--- config.mk ---
export PLATFORM = sky130hd
export DESIGN_NAME = shift_add_mult_seq
export DESIGN_NICKNAME = d
export VERILOG_FILES = /design/src/rtl/shift_add_mult_seq.sv
export SDC_FILE = /design/constraint.sdc
export NUM_CORES = 1
export LEC_CHECK = 0
export BUFFER_PORTS_ARGS = -buffer_cell sky130_fd_sc_hd__buf_2
export CORE_UTILIZATION = 45
export DETAILED_ROUTE_END_ITERATION = 8
export PLACE_DENSITY = 0.69
export SYNTH_ARGS = -nofsm -noshare
export SYNTH_HDL_FRONTEND = slang
export SYNTH_SLANG_ARGS = --single-unit
--- constraint.sdc ---
create_clock -name clk -period 5.7 [get_ports clk]
set_clock_uncertainty 0.15 [all_clocks]
set_input_delay 0.57 -clock clk [delete_from_list [all_inputs] [get_ports clk]]
set_output_delay 0.57 -clock clk [all_outputs]
set_load 0.005 [all_outputs]
--- src/rtl/shift_add_mult_seq.sv ---
// Sequential unsigned shift-add multiplier: one multiplier_layer reused once per clock,
// with a start/ready handshake and a one-cycle done pulse carrying the 2*bits product.

module multiplier_layer #(
  parameter int bits = 8
) (
  input  logic [bits-1:0] last,
  input  logic [bits-1:0] b,
  input  logic            a_bit,
  output logic [bits-1:0] result,
  output logic            out_bit
);

  logic [bits-1:0] addend_s;
  logic [bits-1:0] sum_s;
  logic [bits:0]   carry_s;

  // Ripple-carry add of the gated multiplicand onto the running partial product
  always_comb begin
    addend_s = b & {bits{a_bit}};
    sum_s    = '0;
    carry_s  = '0;
    for (int i = 0; i < bits; i++) begin
      sum_s[i]       = last[i] ^ addend_s[i] ^ carry_s[i];
      carry_s[i + 1] = (last[i] & addend_s[i]) | (carry_s[i] & (last[i] ^ addend_s[i]));
    end
  end

  // Cout becomes the new MSB; the retired LSB leaves through out_bit
  assign result  = {carry_s[bits], sum_s[bits-1:1]};
  assign out_bit = sum_s[0];

endmodule

module shift_add_mult_seq #(
  parameter int bits = 8
) (
  input  logic              clk,
  input  logic              rst_n,
  input  logic              start,
  input  logic [bits-1:0]   a,
  input  logic [bits-1:0]   b,
  output logic              ready,
  output logic              done,
  output logic [2*bits-1:0] product
);

  localparam int CW = $clog2(bits + 1);
  localparam logic [CW-1:0] LAST_CNT = CW'(bits - 1);
  localparam logic [CW-1:0] ONE_CNT  = CW'(1);

  typedef enum logic [1:0] {
    IDLE = 2'd0,
    RUN  = 2'd1,
    DONE = 2'd2
  } state_t;

  state_t            state_r;
  logic [bits-1:0]   acc_r;
  logic [bits-1:0]   a_sr_r;
  logic [bits-1:0]   b_reg_r;
  logic [CW-1:0]     count_r;
  logic              ready_r;
  logic              done_r;
  logic [2*bits-1:0] product_r;

  logic [bits-1:0]   layer_result_s;
  logic              layer_out_bit_s;

  multiplier_layer #(.bits(bits)) u_layer (
    .last    (acc_r),
    .b       (b_reg_r),
    .a_bit   (a_sr_r[0]),
    .result  (layer_result_s),
    .out_bit (layer_out_bit_s)
  );

  // Controller FSM: operand capture, one layer iteration per RUN cycle, registered outputs
  always_ff @(posedge clk or negedge rst_n) begin
    if (!rst_n) begin
      state_r   <= IDLE;
      acc_r     <= '0;
      a_sr_r    <= '0;
      b_reg_r   <= '0;
      count_r   <= '0;
      ready_r   <= 1'b1;
      done_r    <= 1'b0;
      product_r <= '0;
    end else begin
      case (state_r)
        IDLE: begin
          done_r <= 1'b0;
          if (start) begin
            b_reg_r <= b;
            a_sr_r  <= a;
            acc_r   <= '0;
            count_r <= '0;
            ready_r <= 1'b0;
            state_r <= RUN;
          end else begin
            ready_r <= 1'b1;
            state_r <= IDLE;
          end
        end
        RUN: begin
          acc_r   <= layer_result_s;
          a_sr_r  <= {layer_out_bit_s, a_sr_r[bits-1:1]};
          count_r <= count_r + ONE_CNT;
          ready_r <= 1'b0;
          if (count_r == LAST_CNT) begin
            // Capture the product straight from the final iteration's layer outputs
            product_r <= {layer_result_s, layer_out_bit_s, a_sr_r[bits-1:1]};
            done_r    <= 1'b1;
            state_r   <= DONE;
          end else begin
            done_r  <= 1'b0;
            state_r <= RUN;
          end
        end
        DONE: begin
          done_r  <= 1'b0;
          ready_r <= 1'b1;
          state_r <= IDLE;
        end
        default: begin
          done_r  <= 1'b0;
          ready_r <= 1'b1;
          state_r <= IDLE;
        end
      endcase
    end
  end

  assign ready   = ready_r;
  assign done    = done_r;
  assign product = product_r;

endmodule
# --- Word-level counts from Yosys, hierarchy flattened ---
# Index checks and enable logic that the tools add are counted.
totals:
  mem_count: 0
  latchBits: 0
  wordCells: 68
  in_bits: 19
  reg_bits: 48
  mem_bits_rw: 0
  romBits: 0
classes:
  mux: 13
  n_eq_ne: 3
  mul: 0
  addsub: 1
  n_shift: 0
  magnitude_cmp: 0
  div: 0
  reduce_logical: 5
  bitwise_logic: 38
op_table:
  columns: ["cell", "count"]
  rows:
  - ["8-bit case mux with 2 select lines", 2]
  - ["8-bit 2-to-1 mux", 2]
  - ["1-bit AND", 15]
  - ["1-bit XOR", 15]
  - ["8-bit AND", 1]
  - ["4-bit case mux with 2 select lines", 1]
  - ["1-bit OR", 7]
  - ["2-bit AND reduction", 3]
  - ["4-bit by 1-bit adder with 4-bit output (second input constant)", 1]
  - ["4-bit by 3-bit == test with 1-bit output (second input constant)", 1]
  - ["1-bit 2-to-1 mux", 4]
  - ["4-bit 2-to-1 mux", 1]
  - ["2-bit case mux with 2 select lines", 1]
  - ["2-bit by 1-bit == test with 1-bit output (second input constant)", 1]
  - ["2-bit logical NOT", 1]
  - ["2-bit 2-to-1 mux", 1]
  - ["2-bit inequality test (second input constant)", 1]
  - ["1-bit case mux with 2 select lines", 1]
  - ["2-bit nonzero test", 1]

# --- Logic depth before layout (Yosys ltp) ---
logic_depth:
  depth_word: 17
  ltp_mapped: 12
  ltp_nobuf: 11

# --- Modules after synthesis ---
# A second synthesis with hierarchy kept.
unflattened:
  hier_cells: 163
  hier_area_um2: 2178.3
by_module_without_submodules:
  columns: ["mod", "n_inst", "cells_each", "area_per_inst_um2"]
  rows:
  - ["shift_add_mult_seq", 1, 139, 1950.6]
  - ["multiplier_layer", 1, 24, 227.7]

# --- Worst setup path after synthesis ---
# OpenSTA, ideal clock, no wires.
synth_path:
  path_kind: "register -> register"
  start: "register a_sr_r[0]"
  end: "register acc_r[6]"
  n_path_buf: 1
  path_stages_with_launch: 13
  t_required_ns: 5.424
  setup_ns: 0.126
  t_arrival_ns: 3.681
  path_slack_ns: 1.743
  path_cell_list: "dfrtp_1 -> clkbuf_1 -> and2_1 -> ha_1 -> inv_1 -> fa_1 -> fa_1 -> fa_1 -> fa_1 -> fa_1 -> fa_1 -> fa_1 -> o21ai_0"
synth_between:
  elab_chain_len: 16
synth_lines:
  columns: ["element", "line_no", "text"]
  rows:
  - ["start, declared", "60", "logic [bits-1:0] a_sr_r;"]
  - ["start signal, assigned", "107", "a_sr_r <= {layer_out_bit_s, a_sr_r[bits-1:1]};"]
  - ["8-bit AND (*)", "20", "addend_s = b & {bits{a_bit}};"]
  - ["1-bit AND / 1-bit XOR (equally long branches)", "25", "carry_s[i + 1] = (last[i] & addend_s[i]) | (carry_s[i] & (last[i] ^ addend_s[i]));"]
  - ["1-bit AND", "25", null]
  - ["1-bit OR", "25", null]
  - ["1-bit AND", "25", null]
  - ["1-bit OR", "25", null]
  - ["1-bit AND", "25", null]
  - ["1-bit OR", "25", null]
  - ["1-bit AND", "25", null]
  - ["1-bit OR", "25", null]
  - ["1-bit AND", "25", null]
  - ["1-bit OR", "25", null]
  - ["1-bit AND", "25", null]
  - ["1-bit OR", "25", null]
  - ["1-bit XOR (*)", "24", "sum_s[i] = last[i] ^ addend_s[i] ^ carry_s[i];"]
  - ["8-bit case mux with 2 select lines (*)", "90", "case (state_r)"]
  - ["end signal, assigned", "106", "acc_r <= layer_result_s;"]
  - ["end, declared", "59", "logic [bits-1:0] acc_r;"]
# Every way passes the cells marked *; elsewhere a longest branch is shown, timed or not.
# A chain may end at the register's enable or synchronous reset.

# --- Final worst setup path ---
layout_path:
  start: "register a_sr_r[0]"
  end: "register product_r[14] (netlist: product[14])"
layout_between:
  elab_chain_len: 15
layout_lines:
  columns: ["element", "line_no", "text"]
  rows:
  - ["8-bit AND (*)", "20", null]
  - ["1-bit AND / 1-bit XOR (equally long branches)", "25", null]
  - ["1-bit AND", "25", null]
  - ["1-bit OR", "25", null]
  - ["1-bit AND", "25", null]
  - ["1-bit OR", "25", null]
  - ["1-bit AND", "25", null]
  - ["1-bit OR", "25", null]
  - ["1-bit AND", "25", null]
  - ["1-bit OR", "25", null]
  - ["1-bit AND", "25", null]
  - ["1-bit OR", "25", null]
  - ["1-bit AND", "25", null]
  - ["1-bit OR", "25", null]
  - ["1-bit XOR (*)", "24", null]
  - ["end signal, assigned", "112", "product_r <= {layer_result_s, layer_out_bit_s, a_sr_r[bits-1:1]};"]
  - ["end, declared", "65", "logic [2*bits-1:0] product_r;"]
# Marked as above.

==> results.toml <==
[route]
drt_iter0_drc = 68
drc = 0
vias = 1344
via_per_inst = 5.13
wl_per_cell_um = 14.1
wl_mm = 3.68
ant_nets = 0
firstDrtPassIters = 6

[worst_setup_path]
arrival_ps = 4040
critical_path.most_common_cell = "fa_1"
critPathCaptureType = "register"
crit_family = "adder cells"
cp-startpoint = "a_sr_r[0]$_DFFE_PN0P_"
worstPathCellList = "and2_1, ha_1, inv_1, fa_1, fa_1, fa_1, fa_1, fa_1, fa_1, fa_1, mux2i_1"
path_buf_inv = 1
slowest_stage = "dfrtp_1"
crit_type = "reg -> reg"
worstPathMaxFanout = 9
r2r_start = "a_sr_r[0]$_DFFE_PN0P_"
slowest_delay_ps = 510
worstPathRequired_ps = 5690
startpoint_type = "register"

[global_route]
grt_max_degree = 48
antenna_found_initial = 0
overflow = 0
grt_pass1_wl_mm = 6.40
grt_usage_pct = 16.6
grt_pass1_vias = 1339

[cts]
htreeDepth = 2
root_buffer = "clkbuf_8"
cts_resized = 0
cts_buffers = 5
ctsHoldBuffers = 0
clockBufferDepth = 2
clkTransAtPathRegs_ps = 90
cts.sinks = 47
cts_tree = "built"
cts_setup_buffers = 0
clock_latency_ps = 290

[synth]
synth_top_family_by_area = "multiplexers"
synth_nets = 201
synth-adder-area-share_pct = 7.86
yosys.area_share.simple_pct = 9.53
synth-seq-cells = 47
ys_warn_count = 0
avgSynthCellArea_um2 = 12.1
syn_area_mm2 = 0.00210
synthCells = 173
synth_mux_area_share_pct = 13.0
synthXorXnorAreaFrac_pct = 0
synth-compound-area-share_pct = 8.16
yosysSeqAreaShare_pct = 56.0
ys_types = 28

[sta]
drv_slew = 0
rsz0062_at_grt = "false"
finalSetupViolations = 0
hold_violations = 0
worst_pin_slew_ps = 1060
fin_crit_ps = 4050
tns_ps = 0
slew_headroom_pct = 29.2
period_share_pct = 71.1
fmaxAchievable_mhz = 247

[layout]
drive_gt1_share_pct = 30.5
areaGrowthSynthToFinish_pct = 15.8
register_area_mm2 = 0.00118
nets = 237
n_antenna_cell = 0
fillers = 396
multi_input_area_um2 = 811

[power]
p_per_area_mw_per_mm2 = 544
p_leak_nw = 1.11
fin_total_pwr_mw = 1.32
ir_drop_v = 0.000268

[floorplanning]
die_w_um = 70.3
rows = 24
dieArea_mm2 = 0.00495
io_pins = 37
die_height_um = 70.3
start_util_pct = 47.6
core_area_mm2 = 0.00441

[run_status]
status = "finished, final reports clean"

[placement]
gp_congestion = 0.756
port_buffers = 36
place_hpwl_mm = 2.47

[job]
cap_viol_max_count = 0

[hold_path]
hold_class = "in -> async"
-- layout make-up --
type,instances,area share [%]
tap,52,2.67
clock inverter,2,2.47
multi-input combinational,102,33.3
timing repair buffer,37,7.71
inverter,16,2.47
clock buffer,6,2.98
sequential,47,48.4
-- registers in the layout, summed over array words and instances (netlist names) --
name and count:
a_sr_r 8, acc_r 8, b_reg_r 8, count_r 4, done 1, product 16
ready 1, state_r 1
-- cells by family (layout without fill, tap and decap cells) --
family	Yosys count	after routing
buffers and inverters	24	61
AND/OR/NAND/NOR	38	38
AO/OA/AOI/OAI	30	30
adder cells (fa/ha/maj)	9	9
multiplexers	25	25
flip-flops	47	47
-- routing by layer --
layer	GRT usage (%)	part of all wire [%]	vias to the layer above
li1	-	-	650
met1	23.2	48	655
met2	25.1	46	34
met3	5.05	5.4	5
met4	4.67	1.1	0
met5	0	0	-
-- where the power goes --
| group | switching, mW | internal [mW] |
|---|---|---|
| Clock | 0.108 | 0.175 |
| Sequential | 0.109 | 0.485 |
| Combinational | 0.217 | 0.228 |
| Total | 0.435 | 0.888 |
-- synth_stat cells --
| library cell | instances | area share [%] |
|---|---|---|
| nand2_1 | 26 | 4.6 |
| nand4_1 | 1 | 0.30 |
| nor3b_1 | 1 | 0.36 |
| nor2b_1 | 2 | 0.60 |
| and2_1 | 1 | 0.30 |
| and3b_1 | 2 | 0.83 |
| o21bai_1 | 1 | 0.36 |
| nor2_1 | 1 | 0.18 |
| dfrtp_1 | 46 | 55 |
| a21oi_1 | 3 | 0.71 |
| ha_1 | 2 | 1.2 |
| inv_1 | 16 | 2.9 |
| nand2b_4 | 1 | 0.65 |
| nand2b_1 | 1 | 0.30 |
| dfstp_2 | 1 | 1.3 |
| a22oi_1 | 6 | 2.1 |
| mux2_4 | 1 | 0.71 |
| o21ai_0 | 19 | 4.5 |
| nor3_4 | 1 | 0.77 |
| buf_4 | 1 | 0.36 |
| clkbuf_1 | 5 | 0.89 |
| nor3b_2 | 1 | 0.60 |
| a22o_1 | 1 | 0.42 |
| fa_1 | 7 | 6.7 |
| buf_6 | 1 | 0.54 |
| buf_8 | 1 | 0.71 |
| mux2_2 | 15 | 8.0 |
| mux2i_1 | 9 | 4.3 |
-- stage by stage --
step / area [µm²] / util, % / hold WS [ps] / setup WS [ps] / cells
3_5_place_dp: 2300 / 52.1 / 325 / 1620 / 254
2_1_floorplan: 2100 / - / 124 / 1740 / 173
4_1_cts: 2430 / 55.1 / 329 / 1620 / 262
5_1_grt: 2430 / 55.1 / 349 / 1460 / 262
6_report: 2430 / 55.1 / 300 / 1650 / 262
3_3_place_gp: 2300 / 52.1 / 313 / 1740 / 254
-- layout by cell type, fill, tap and decap left out, drive strengths merged --
| master | n |
|---|---|
| a21oi | 3 |
| a22o | 1 |
| a22oi | 6 |
| and2 | 1 |
| and3b | 2 |
| buf | 37 |
| bufinv | 2 |
| clkbuf | 6 |
| dfrtp | 46 |
| dfstp | 1 |
| fa | 7 |
| ha | 2 |
| inv | 16 |
| mux2 | 16 |
| mux2i | 9 |
| nand2 | 26 |
| nand2b | 2 |
| nand4 | 1 |
| nor2 | 1 |
| nor2b | 2 |
| nor3 | 1 |
| nor3b | 2 |
| o21ai | 19 |
| o21bai | 1 |
-- path summary, 6_finish.rpt --
kind,end,slack (ps),cells after the start
min in group clk,acc_r[1]$_DFFE_PN0P_,340,2
max in group asynchronous,product[12]$_DFFE_PN0P_,4470,1
worst min register to register,acc_r[1]$_DFFE_PN0P_,340,2
worst max register to register,product[14]$_DFFE_PN0P_,1650,11
worst max-delay path,product[14]$_DFFE_PN0P_,1650,11
worst min-delay path,product[13]$_DFFE_PN0P_,300,1
Power figures use the tool's default switching activity.
